## src/rtl/seq_gen_stream_if.sv

```systemverilog
// Stream interface for the sequence generator: command inputs, the
// valid/ready term stream and the status flags.
interface seq_gen_stream_if #(
    parameter int WIDTH = 16,
    parameter int CNT_W = 8
);
    logic             start;
    logic [1:0]       mode;
    logic [WIDTH-1:0] seed0;
    logic [WIDTH-1:0] seed1;
    logic [CNT_W-1:0] n_terms;
    logic             out_ready;
    logic             out_valid;
    logic [WIDTH-1:0] out_data;
    logic [CNT_W-1:0] out_idx;
    logic             busy;
    logic             done;
    logic             ovf;

    // Command/consumer side
    modport master (
        output start, mode, seed0, seed1, n_terms, out_ready,
        input  out_valid, out_data, out_idx, busy, done, ovf
    );

    // Generator side
    modport slave (
        input  start, mode, seed0, seed1, n_terms, out_ready,
        output out_valid, out_data, out_idx, busy, done, ovf
    );
endinterface

```

## src/rtl/seq_gen_stream.sv

```systemverilog
// Integer-recurrence sequence generator (Fibonacci, Lucas, Tribonacci,
// custom two-seed) streaming n_terms terms over valid/ready, stopping
// early with a sticky ovf flag before any term exceeds WIDTH bits.
module seq_gen_stream #(
    parameter int WIDTH = 16,
    parameter int CNT_W = 8
) (
    input  logic           clk,
    input  logic           rst,
    seq_gen_stream_if.slave bus
);
    typedef enum logic [1:0] {
        S_IDLE = 2'd0,
        S_RUN  = 2'd1,
        S_DONE = 2'd2
    } state_t;

    state_t state_q, state_d;

    // a_q is the presented term; b_q/c_q are the precomputed successors.
    // a_q never needs a too-big tag: it only ever takes b_q when b_q fits.
    logic [WIDTH-1:0] a_q, b_q, c_q;
    logic             b_big_q, c_big_q;
    logic             trib_q;
    logic [CNT_W-1:0] n_q;
    logic [CNT_W-1:0] idx_q;
    logic             ovf_q;

    logic             xfer;
    logic             last_term;
    logic             accept;
    logic             shift;
    logic             ovf_set;

    // Sums carry two extra bits so three WIDTH-bit operands never wrap
    logic [WIDTH+1:0] sum2, sum3;
    logic             sum2_big, sum3_big;

    assign sum2     = {2'b00, a_q} + {2'b00, b_q};
    assign sum3     = sum2 + {2'b00, c_q};
    assign sum2_big = b_big_q | (|sum2[WIDTH+1:WIDTH]);
    assign sum3_big = b_big_q | c_big_q | (|sum3[WIDTH+1:WIDTH]);

    assign xfer      = (state_q == S_RUN) && bus.out_ready;
    assign last_term = (idx_q == n_q - CNT_W'(1));

    // State register
    always_ff @(posedge clk) begin
        if (rst) state_q <= S_IDLE;
        else     state_q <= state_d;
    end

    // Next-state and datapath control; a normal finish takes priority over overflow
    always_comb begin
        state_d = state_q;
        accept  = 1'b0;
        shift   = 1'b0;
        ovf_set = 1'b0;
        case (state_q)
            S_IDLE: begin
                if (bus.start) begin
                    accept  = 1'b1;
                    state_d = (bus.n_terms == '0) ? S_DONE : S_RUN;
                end
            end
            S_RUN: begin
                if (xfer) begin
                    if (last_term) begin
                        state_d = S_DONE;
                    end else if (b_big_q) begin
                        state_d = S_DONE;
                        ovf_set = 1'b1;
                    end else begin
                        shift = 1'b1;
                    end
                end
            end
            S_DONE:  state_d = S_IDLE;
            default: state_d = S_IDLE;
        endcase
    end

    // Term pipeline, index counter and sticky overflow flag
    always_ff @(posedge clk) begin
        if (rst) begin
            a_q     <= '0;
            b_q     <= '0;
            c_q     <= '0;
            b_big_q <= 1'b0;
            c_big_q <= 1'b0;
            trib_q  <= 1'b0;
            n_q     <= '0;
            idx_q   <= '0;
            ovf_q   <= 1'b0;
        end else begin
            if (accept) begin
                idx_q  <= '0;
                n_q    <= bus.n_terms;
                trib_q <= (bus.mode == 2'b10);
                ovf_q  <= 1'b0;
                // With n_terms=0 nothing is emitted, so out_data keeps its old value
                if (bus.n_terms != '0) begin
                    b_big_q <= 1'b0;
                    c_big_q <= 1'b0;
                    c_q     <= '0;
                    case (bus.mode)
                        2'b00: begin a_q <= '0;        b_q <= WIDTH'(1); end
                        2'b01: begin a_q <= WIDTH'(2); b_q <= WIDTH'(1); end
                        2'b10: begin a_q <= '0;        b_q <= '0; c_q <= WIDTH'(1); end
                        default: begin a_q <= bus.seed0; b_q <= bus.seed1; end
                    endcase
                end
            end else if (shift) begin
                idx_q <= idx_q + CNT_W'(1);
                a_q   <= b_q;
                if (trib_q) begin
                    b_q     <= c_q;
                    b_big_q <= c_big_q;
                    c_q     <= sum3[WIDTH-1:0];
                    c_big_q <= sum3_big;
                end else begin
                    b_q     <= sum2[WIDTH-1:0];
                    b_big_q <= sum2_big;
                end
            end
            if (ovf_set) ovf_q <= 1'b1;
        end
    end

    assign bus.out_valid = (state_q == S_RUN);
    assign bus.busy      = (state_q != S_IDLE);
    assign bus.done      = (state_q == S_DONE);
    assign bus.out_data  = a_q;
    assign bus.out_idx   = idx_q;
    assign bus.ovf       = ovf_q;

endmodule

```

## src/flat_wrapper.sv

```systemverilog
// flat-port wrapper written by rule: the top's interface ports become plain ports
module seq_gen_stream_flat 
#(
    parameter int WIDTH = 16,
    parameter int CNT_W = 8
)
  (clk, rst, bus_start, bus_mode, bus_seed0, bus_seed1, bus_n_terms, bus_out_ready, bus_out_valid, bus_out_data, bus_out_idx, bus_busy, bus_done, bus_ovf);
  seq_gen_stream_if #(.WIDTH(WIDTH), .CNT_W(CNT_W)) bus_i ();
  input  logic clk;
  input  logic rst;
  input wire logic [$bits(bus_i.start)-1:0] bus_start;
  input wire logic [$bits(bus_i.mode)-1:0] bus_mode;
  input wire logic [$bits(bus_i.seed0)-1:0] bus_seed0;
  input wire logic [$bits(bus_i.seed1)-1:0] bus_seed1;
  input wire logic [$bits(bus_i.n_terms)-1:0] bus_n_terms;
  input wire logic [$bits(bus_i.out_ready)-1:0] bus_out_ready;
  output wire logic [$bits(bus_i.out_valid)-1:0] bus_out_valid;
  output wire logic [$bits(bus_i.out_data)-1:0] bus_out_data;
  output wire logic [$bits(bus_i.out_idx)-1:0] bus_out_idx;
  output wire logic [$bits(bus_i.busy)-1:0] bus_busy;
  output wire logic [$bits(bus_i.done)-1:0] bus_done;
  output wire logic [$bits(bus_i.ovf)-1:0] bus_ovf;
  assign bus_i.start = bus_start;
  assign bus_i.mode = bus_mode;
  assign bus_i.seed0 = bus_seed0;
  assign bus_i.seed1 = bus_seed1;
  assign bus_i.n_terms = bus_n_terms;
  assign bus_i.out_ready = bus_out_ready;
  assign bus_out_valid = bus_i.out_valid;
  assign bus_out_data = bus_i.out_data;
  assign bus_out_idx = bus_i.out_idx;
  assign bus_busy = bus_i.busy;
  assign bus_done = bus_i.done;
  assign bus_ovf = bus_i.ovf;
  seq_gen_stream #(.WIDTH(WIDTH), .CNT_W(CNT_W)) u_core (.clk(clk), .rst(rst), .bus(bus_i));
endmodule
```

## config.mk

```make
export PLATFORM = sky130hd
export DESIGN_NAME = seq_gen_stream_flat
export DESIGN_NICKNAME = d
export VERILOG_FILES = /design/src/rtl/seq_gen_stream_if.sv /design/src/rtl/seq_gen_stream.sv /design/src/flat_wrapper.sv
export SDC_FILE = /design/constraint.sdc
export NUM_CORES = 1
export LEC_CHECK = 0
export CELL_PAD_IN_SITES_DETAIL_PLACEMENT = 0
export CELL_PAD_IN_SITES_GLOBAL_PLACEMENT = 1
export CORE_ASPECT_RATIO = 1.75
export CORE_MARGIN = 5
export CORE_UTILIZATION = 30
export CTS_BUF_LIST = sky130_fd_sc_hd__clkbuf_4 sky130_fd_sc_hd__clkbuf_8
export CTS_CLUSTER_SIZE = 25
export DETAILED_ROUTE_END_ITERATION = 16
export PLACE_DENSITY_LB_ADDON = 0.1
export SETUP_SLACK_MARGIN = 0.02
export SYNTH_ARGS = -nofsm -noshare
export SYNTH_HDL_FRONTEND = slang
export SYNTH_SLANG_ARGS = --single-unit
```

## constraint.sdc

```tcl
create_clock -name clk -period 4.3 [get_ports clk]
set_input_delay 0.86 -clock clk [delete_from_list [all_inputs] [get_ports clk]]
set_output_delay 0.86 -clock clk [all_outputs]
set_load 0.02 [all_outputs]
```

Word level (Yosys, flattened, before mapping)
Cells that the tools add are included.
- bitwise logic cells: 3
- multiplexer cells: 39
- equal/unequal tests: 9
- reductions and logical operators: 17
- add/subtract/negate cells: 4
- operator list (operator ; count):
    $mux 16 ; 11
    $pmux 16 s2 ; 2
    $mux 1 ; 20
    $add 18x16->18 ; 1
    $add 16x16->17 ; 1
    $mux 2 ; 5
    $reduce_or 2->1 ; 5
    $add 8x1->8 const B ; 1
    $eq 8x8->1 ; 1
    $logic_not 8->1 ; 1
    $reduce_bool 2->1 ; 4
    $reduce_bool 8->1 ; 1
    $sub 8x1->8 const B ; 1
    $reduce_and 3->1 ; 2
    $eq 2x1->1 const B ; 2
    $eq 2x2->1 const B ; 2
    $logic_not 2->1 ; 2
    $ne 2x2->1 const B ; 2
    $pmux 2 s2 ; 1
    $ne 3x1->1 const B ; 1
    $or 1x1->1 ; 3
    $ne 2x1->1 const B ; 1
    $reduce_and 2->1 ; 1
    $logic_and 1x1->1 ; 1
- word-level logic and storage cells: 82
- bits in registers: 70
- output and inout port bits: 28

Logic depth before layout (Yosys ltp)
Gate-level depths: netlist of run 1.
- depth after elaboration: 7
- mapped depth: 16

Least setup slack after synthesis of run 1
No wires, ideal clock.
- path type: reg2reg
- start: register u_core.a_q[0], in the netlist u_core.bus.out_data[0]
- end: register u_core.c_big_q
- arrival: 3479 ps
- library setup time: 120 ps
- path slack: 700 ps
- cell stages (with the launch flop): 16
- clock period less this slack: 3600 ps
- data required time: 4180 ps
- path buffers: 0
- path through: dfxtp_1 ha_1 fa_1 a21oi_1 o21ai_0 o211ai_1 nand2_1 xor2_1 ha_1 or2_2 o31a_1 a31o_2 a221oi_1 o311ai_0 mux2i_1 a2bb2oi_1
- longest elaborated chain between the ends: 7
- RTL lines (element ; line ; RTL):
    start: declaration ; seq_gen_stream.sv:22 ; logic [WIDTH-1:0] a_q, b_q, c_q;
    start signal: assignment ; seq_gen_stream.sv:110 ; default: begin a_q <= bus.seed0; b_q <= bus.seed1; end
    start signal: assignment ; seq_gen_stream.sv:115 ; a_q <= b_q;
    $add 16x16->17 ; seq_gen_stream.sv:39 ; assign sum2 = {2'b00, a_q} + {2'b00, b_q};
    $add 18x16->18 ; seq_gen_stream.sv:40 ; assign sum3 = sum2 + {2'b00, c_q};
    $reduce_or 2->1 ; seq_gen_stream.sv:42 ; assign sum3_big = b_big_q | c_big_q | (|sum3[WIDTH+1:WIDTH]);
    $or 1x1->1 ; seq_gen_stream.sv:42 ;
    $mux 1 ; seq_gen_stream.sv:116 ; if (trib_q) begin
    $mux 1 ; seq_gen_stream.sv:113 ; end else if (shift) begin
    $mux 1 ; seq_gen_stream.sv:96 ; if (accept) begin
    end signal: assignment ; seq_gen_stream.sv:120 ; c_big_q <= sum3_big;
    end: declaration ; seq_gen_stream.sv:23 ; logic b_big_q, c_big_q;
No other way between the ends. The select of a mux whose other input is x is not followed.
A chain may end at the register's enable or synchronous reset.

Final worst setup path of run 1
Same ends and word-level chain as after synthesis.

==> metrics.md, run 1 <==
| Metric | Value |
|---|---|
| Syn nets | `693` |
| Synthesized cell area | `4980 sq um` |
| RSZ-0062 raised after global routing | `no` |
| Fmax | `0.256 GHz` |
| Synth area leaders | `dfxtp_1 (28%), ha_1 (8.5%), nor2_1 (5.3%)` |
| Total negative setup slack | `0 ps` |
| Critical path launch point type | `flop` |
| Synth cell types | `70` |
| Via count | `4811` |
| P&R area growth vs syn | `22.4%` |
| GP Congestion | `0.811` |
| IO Count | `74` |
| Wire per inst | `19.0 microns` |
| CTS buffer count | `9` |
| CP Capture Type | `flop` |
| Worst setup margin | `394 ps` |
| Global-route wire length before repair | `26800 microns` |
| Yosys Warn Count | `0` |
| GRT Overall Usage | `0.178` |
| Starting DRC count in detailed routing | `179` |
| Post-Route Skew | `9.31 ps` |
| DP Wirelength | `13200 microns` |
| Synth Register Bits | `70` |
| Total Wirelength | `17100 microns` |
| Pre-CTS setup slack | `245 ps` |
| Post-CTS sizing | `0` |
| Initial core utilization | `0.305` |
| Largest net degree at the start of global routing | `39` |
| Most frequent cells in the layout | `clkdlybuf4s50_1 (72), nor2_1 (71), dfxtp_1 (70)` |
| Worst-Skew Late Latency | `370 ps` |
| Mean Syn Cell Area | `8.16 sq um` |
| Cell count after synthesis | `611` |
| H-Tree Level Count | `3` |
| Worst hold path type | `reg2reg` |
| Core Util, Final | `0.373` |
| CTS tree | `done` |
| Area leader, netlist | `dfxtp_1` |
| Clock buffer depth | `2` |
| CP required | `4550 ps` |
| Initial antenna violation count | `0` |
| Commonest non-fill, non-tap cell in the layout | `clkdlybuf4s50_1` |
| Die area | `19400 sq um` |
| Port bufs | `73` |
| # clock sinks | `70` |
| Root Buffer | `clkbuf_8` |
| Die height | `181 microns` |
| Final Hold Viols | `0` |
| Worst path arrival time | `4160 ps` |
| Final number of setup-violating endpoints | `0` |
| First-pass iteration count of the detailed router | `4` |
| Min cycle time layout | `3910 ps` |
| Number of global-route vias before repair | `4950` |
| Antenna viol nets, final | `0` |
| Max cap viols | `0` |
| Ant diodes | `0` |
| Max-Slew Margin vs Limit | `0.513` |
| DIE WIDTH | `107 microns` |
| Maximum VDD drop | `0.133 mV` |
| DRC Markers | `0` |
| Sequential fraction of the synthesis area | `0.281` |
| Share of the synthesized area in the top cell type | `0.281` |
| Run status | `completed` |
| Critical path type | `reg2reg` |
| Layout cells sized above 1 | `0.106` |
| Post-CTS Hold Buffers | `0` |
| EDFF count, synth | `0` |
| Slew @ Worst Pin | `728 ps` |
| Worst-path clk slew | `80 ps` |
| Vias/cell | `5.34` |
| GRT Residual Overflow | `0` |
| CORE AREA | `16400 sq um` |
| Post-CTS Repair Setup Buffers | `0` |
| Final Net Count | `754` |
| PD cells | `301 nW/um^2` |
| Max Fanout on Critical Path | `4` |
| Ys async rst share | `0` |
| Final worst-path cycle share | `0.908` |
| Synth Flop Type | `dfxtp_1` |
| Max Slew Vio Count | `0` |
| P_leak | `2.33 nW` |
| Row count | `62` |
cell type report:
cell class / instances / area (sq um)
Clock buffer: 12 / 146
Clock inverter: 4 / 23.8
Inverter: 15 / 56.3
Fill cell: 1747 / 10300
Tap cell: 224 / 280
Multi-Input combinational cell: 491 / 3370
Sequential cell: 70 / 1400
Timing Repair Buffer: 85 / 828
worst max-delay path, cell delays in order, from the launching register on:
cell	delay (ps)
dfxtp_1	330
ha_1	240
fa_1	420
a21oi_1	230
o21ai_0	190
o211ai_1	270
nand2_1	160
xor2_2	250
ha_1	320
or2_2	330
o31a_1	120
a31o_2	260
a221oi_2	270
o311ai_0	180
mux2i_1	160
a2bb2oi_1	70
synth_stat cells (15+ instances only):
cell,instances
nand3_1,25
clkbuf_1,22
nor2_1,71
a221oi_1,20
nor3_2,15
o21ai_0,19
nand2_1,60
ha_1,34
xnor2_1,22
a21oi_1,53
xor2_1,15
dfxtp_1,70
sequential cells by signal, summed over array words and instances (netlist names):
name                 cells
u_core.b_q              16
u_core.bus.out_data     16
u_core.c_q              16
u_core.bus.out_idx       8
u_core.n_q               8
u_core.state_q           2
u_core.b_big_q           1
u_core.bus.ovf           1
u_core.c_big_q           1
u_core.trib_q            1
kinds of logic after synthesis:
group	share of synthesized area
muxes	0.0168
AOI/OAI and AO/OA	0.266
DFF	0.281
and+or+nand+nor	0.231
xor gates and xnor gates	0.0650
adders and majority gates	0.0934
buffers and inverters	0.0462
where the power goes:
part           leakage, nW  internal [mW]  total, mW  switching [mW]
logic                 1.66          0.260      0.610           0.350
registers            0.572          0.686      0.724          0.0376
clock network       0.0944          0.227      0.502           0.275
metal layers:
layer	track usage	wire (microns)	up-vias
met5	0	0	-
met4	0.0662	473	0
met3	0.0269	510	21
met2	0.341	9520	94
met1	0.192	6630	2316
li1	-	-	2380
through the flow:
| step | std cells | power (mW) | hold WS, ps | area, sq um |
|---|---|---|---|---|
| 2_1_floorplan | 611 | 1.15 | 444 | 4980 |
| 3_3_place_gp | 885 | 1.35 | 460 | 5920 |
| 3_5_place_dp | 885 | 1.35 | 470 | 5920 |
| 4_1_cts | 901 | 1.86 | 483 | 6090 |
| 5_1_grt | 901 | 1.94 | 504 | 6100 |
| 6_report | 901 | 1.84 | 477 | 6100 |
final timing paths:
check                                 startpoint                          end  slack (ps)  cells past startpoint
max          u_core.bus.out_data[0]$_SDFFE_PP0P_  u_core.c_big_q$_SDFFE_PP0P_         390                     15
min                   u_core.n_q[7]$_SDFFE_PP0P_   u_core.n_q[7]$_SDFFE_PP0P_         480                      2
max reg2reg  u_core.bus.out_data[0]$_SDFFE_PP0P_  u_core.c_big_q$_SDFFE_PP0P_         390                     15
min reg2reg           u_core.n_q[7]$_SDFFE_PP0P_   u_core.n_q[7]$_SDFFE_PP0P_         480                      2
Note: power is estimated with default switching activity, not from simulation.
==> run 2, diff against run 1 <==
==> constraint.sdc (replaced) <==
create_clock -name clk -period 3.7 [get_ports clk]
set_input_delay 0.74 -clock clk [delete_from_list [all_inputs] [get_ports clk]]
set_output_delay 0.74 -clock clk [all_outputs]
set_load 0.02 [all_outputs]
==> run 2 against run 1 <==
  * Non-clock buffer count is 27 higher
  * Total power is 29% higher
  * Combinational power is 27% higher
  * Utilization is 1.9 points higher
  * Maximum frequency is 9.3% higher
  * Critical path depth stayed put
  * Largest cell class unchanged
  * Largest power group unchanged
==> metrics.md, run 2 (same netlist as run 1, synthesis figures left out) <==
| Metric | Value |
|---|---|
| Max Slew Vio Count | `0` |
| First-pass iteration count of the detailed router | `5` |
| Root Buffer | `clkbuf_8` |
| Row count | `62` |
| Ant diodes | `0` |
| P_leak | `2.50 nW` |
| Initial antenna violation count | `0` |
| Layout cells sized above 1 | `0.155` |
| Final Hold Viols | `0` |
| Number of global-route vias before repair | `5061` |
| Global-route wire length before repair | `28000 microns` |
| GRT Residual Overflow | `0` |
| Die height | `181 microns` |
| Via count | `4925` |
| Critical path launch point type | `flop` |
| Worst r2r dst | `u_core.c_big_q$_SDFFE_PP0P_` |
| Final number of setup-violating endpoints | `0` |
| DRC Markers | `0` |
| H-Tree Level Count | `3` |
| Die area | `19400 sq um` |
| Final worst-path cycle share | `0.966` |
| IO Count | `74` |
| FF/Latch Area | `1400 sq um` |
| CP required | `3950 ps` |
| Maximum VDD drop | `0.154 mV` |
| Commonest non-fill, non-tap cell in the layout | `clkdlybuf4s50_1` |
| Crit path to | `u_core.c_big_q$_SDFFE_PP0P_` |
| RSZ-0062 raised after global routing | `yes` |
| R2R setup slack | `130 ps` |
| Total negative setup slack | `0 ps` |
| PD cells | `368 nW/um^2` |
| Critical path type | `reg2reg` |
| Fmax | `0.280 GHz` |
| Largest net degree at the start of global routing | `46` |
| Max cap viols | `0` |
| Starting DRC count in detailed routing | `141` |
| Max Fanout on Critical Path | `3` |
| CP Capture Type | `flop` |
| Slew @ Worst Pin | `689 ps` |
| Worst hold path type | `reg2reg` |
| Max-Slew Margin vs Limit | `0.539` |
| Wire per inst | `19.3 microns` |
| Port bufs | `73` |
| Cells on worst reg2reg path | `15` |
| DIE WIDTH | `107 microns` |
| Most frequent cells in the layout | `clkdlybuf4s50_1 (72), nor2_1 (70), dfxtp_1 (70)` |
| Final Net Count | `781` |
| Total Wirelength | `17900 microns` |
| Clock buffer depth | `2` |
| Worst-case hold slack | `482 ps` |
| Area of the multi-input gates | `3420 sq um` |
| # clock sinks | `70` |
| Worst path arrival time | `3820 ps` |
| Initial core utilization | `0.305` |
| DP Wirelength | `13800 microns` |
| Fill count | `1724` |
| Post-Route Skew | `12.6 ps` |
| Min cycle time layout | `3570 ps` |
| Antenna viol nets, final | `0` |
| CORE AREA | `16400 sq um` |
| GP Congestion | `0.887` |
| Post-CTS Hold Buffers | `0` |
| Worst-Skew Late Latency | `360 ps` |
| Vias/cell | `5.31` |
| CTS tree | `done` |
| CTS buffer count | `9` |
| Worst-path clk slew | `80 ps` |
| P&R area growth vs syn | `28.7%` |
| Worst setup path start | `u_core.b_q[0]$_SDFFE_PP0P_` |
| Reg2reg start | `u_core.b_q[0]$_SDFFE_PP0P_` |
| GRT Overall Usage | `0.186` |
| Run status | `completed` |
run 2: cell types whose count changed in the layout (fill, tap and decap cells not counted), moves of 2 or more:
cell,previous run,this run
buf_4,11,38
a21oi_2,0,2
clkbuf_4,3,1
a21oi_1,53,51
o21ai_0,19,17
clkinv_2,3,1
bufinv_16,0,2
xnor2_1,22,20
xnor2_2,0,2
run 2: area by class of cell:
cell class              count  share of cell area
clock inverters             5              0.0127
clock buffers              11              0.0226
inverters                  15             0.00877
flip-flops and latches     70               0.218
multi-input cells         491               0.533
well taps                 224              0.0437
repair buffers            112               0.161
run 2: per-layer routing:
metal	vias to the layer above	GRT usage	part of all wire
met2	101	0.372	0.58
met3	28	0.0233	0.030
met4	0	0.0597	0.024
met1	2368	0.192	0.37
li1	2428	-	-
met5	-	0	0
run 2: critical path: stages (launching register included):
cell and delay, ps:
dfxtp_1 340, ha_2 200, fa_2 380, a21oi_2 190, o21ai_2 90, o211ai_1 240
nand2_1 170, xor2_2 200, ha_1 320, or2_2 310, o31a_1 120, a31o_2 260
a221oi_2 290, o311ai_1 140, mux2i_1 150, a2bb2oi_1 80
run 2: what timing repair did:
item | in CTS | in global routing
resized for setup | 6 | 11
setup endpoints to repair | 2 | 7
cloned | 0 | 0
pin swaps | 4 | 9
setup buffers | 1 | 1
run 2: stage by stage:
step                      power (mW)  instance area, sq um   util  std cells  setup WS (ps)
after floorplan                 1.33                  4980      -        611            100
after global placement          1.62                  6110  0.373        910           -162
after detailed placement        1.63                  6110  0.373        910           -213
after CTS                       2.39                  6360  0.389        927           61.5
after global routing            2.50                  6420  0.392        928          -43.5
final                           2.36                  6420  0.392        928            125
run 2: where the power goes:
part           switching, mW  internal (mW)
Clock                  0.339          0.408
Sequential            0.0453          0.797
Combinational          0.426          0.348
run 2: how the worst min path moves through the flow:
stage / start / endpoint / slack (ps) / cells after the start
detailed placement: u_core.state_q[1]$_SDFFE_PP0P_ / u_core.state_q[1]$_SDFFE_PP0P_ / 470 / 1
floorplan: u_core.state_q[1]$_SDFFE_PP0P_ / u_core.state_q[1]$_SDFFE_PP0P_ / 440 / 1
finish: u_core.n_q[7]$_SDFFE_PP0P_ / u_core.n_q[7]$_SDFFE_PP0P_ / 480 / 2
global placement: u_core.n_q[7]$_SDFFE_PP0P_ / u_core.n_q[7]$_SDFFE_PP0P_ / 460 / 2
CTS: u_core.n_q[7]$_SDFFE_PP0P_ / u_core.n_q[7]$_SDFFE_PP0P_ / 490 / 2
global route: u_core.c_q[8]$_SDFFE_PP0P_ / u_core.c_q[8]$_SDFFE_PP0P_ / 510 / 2
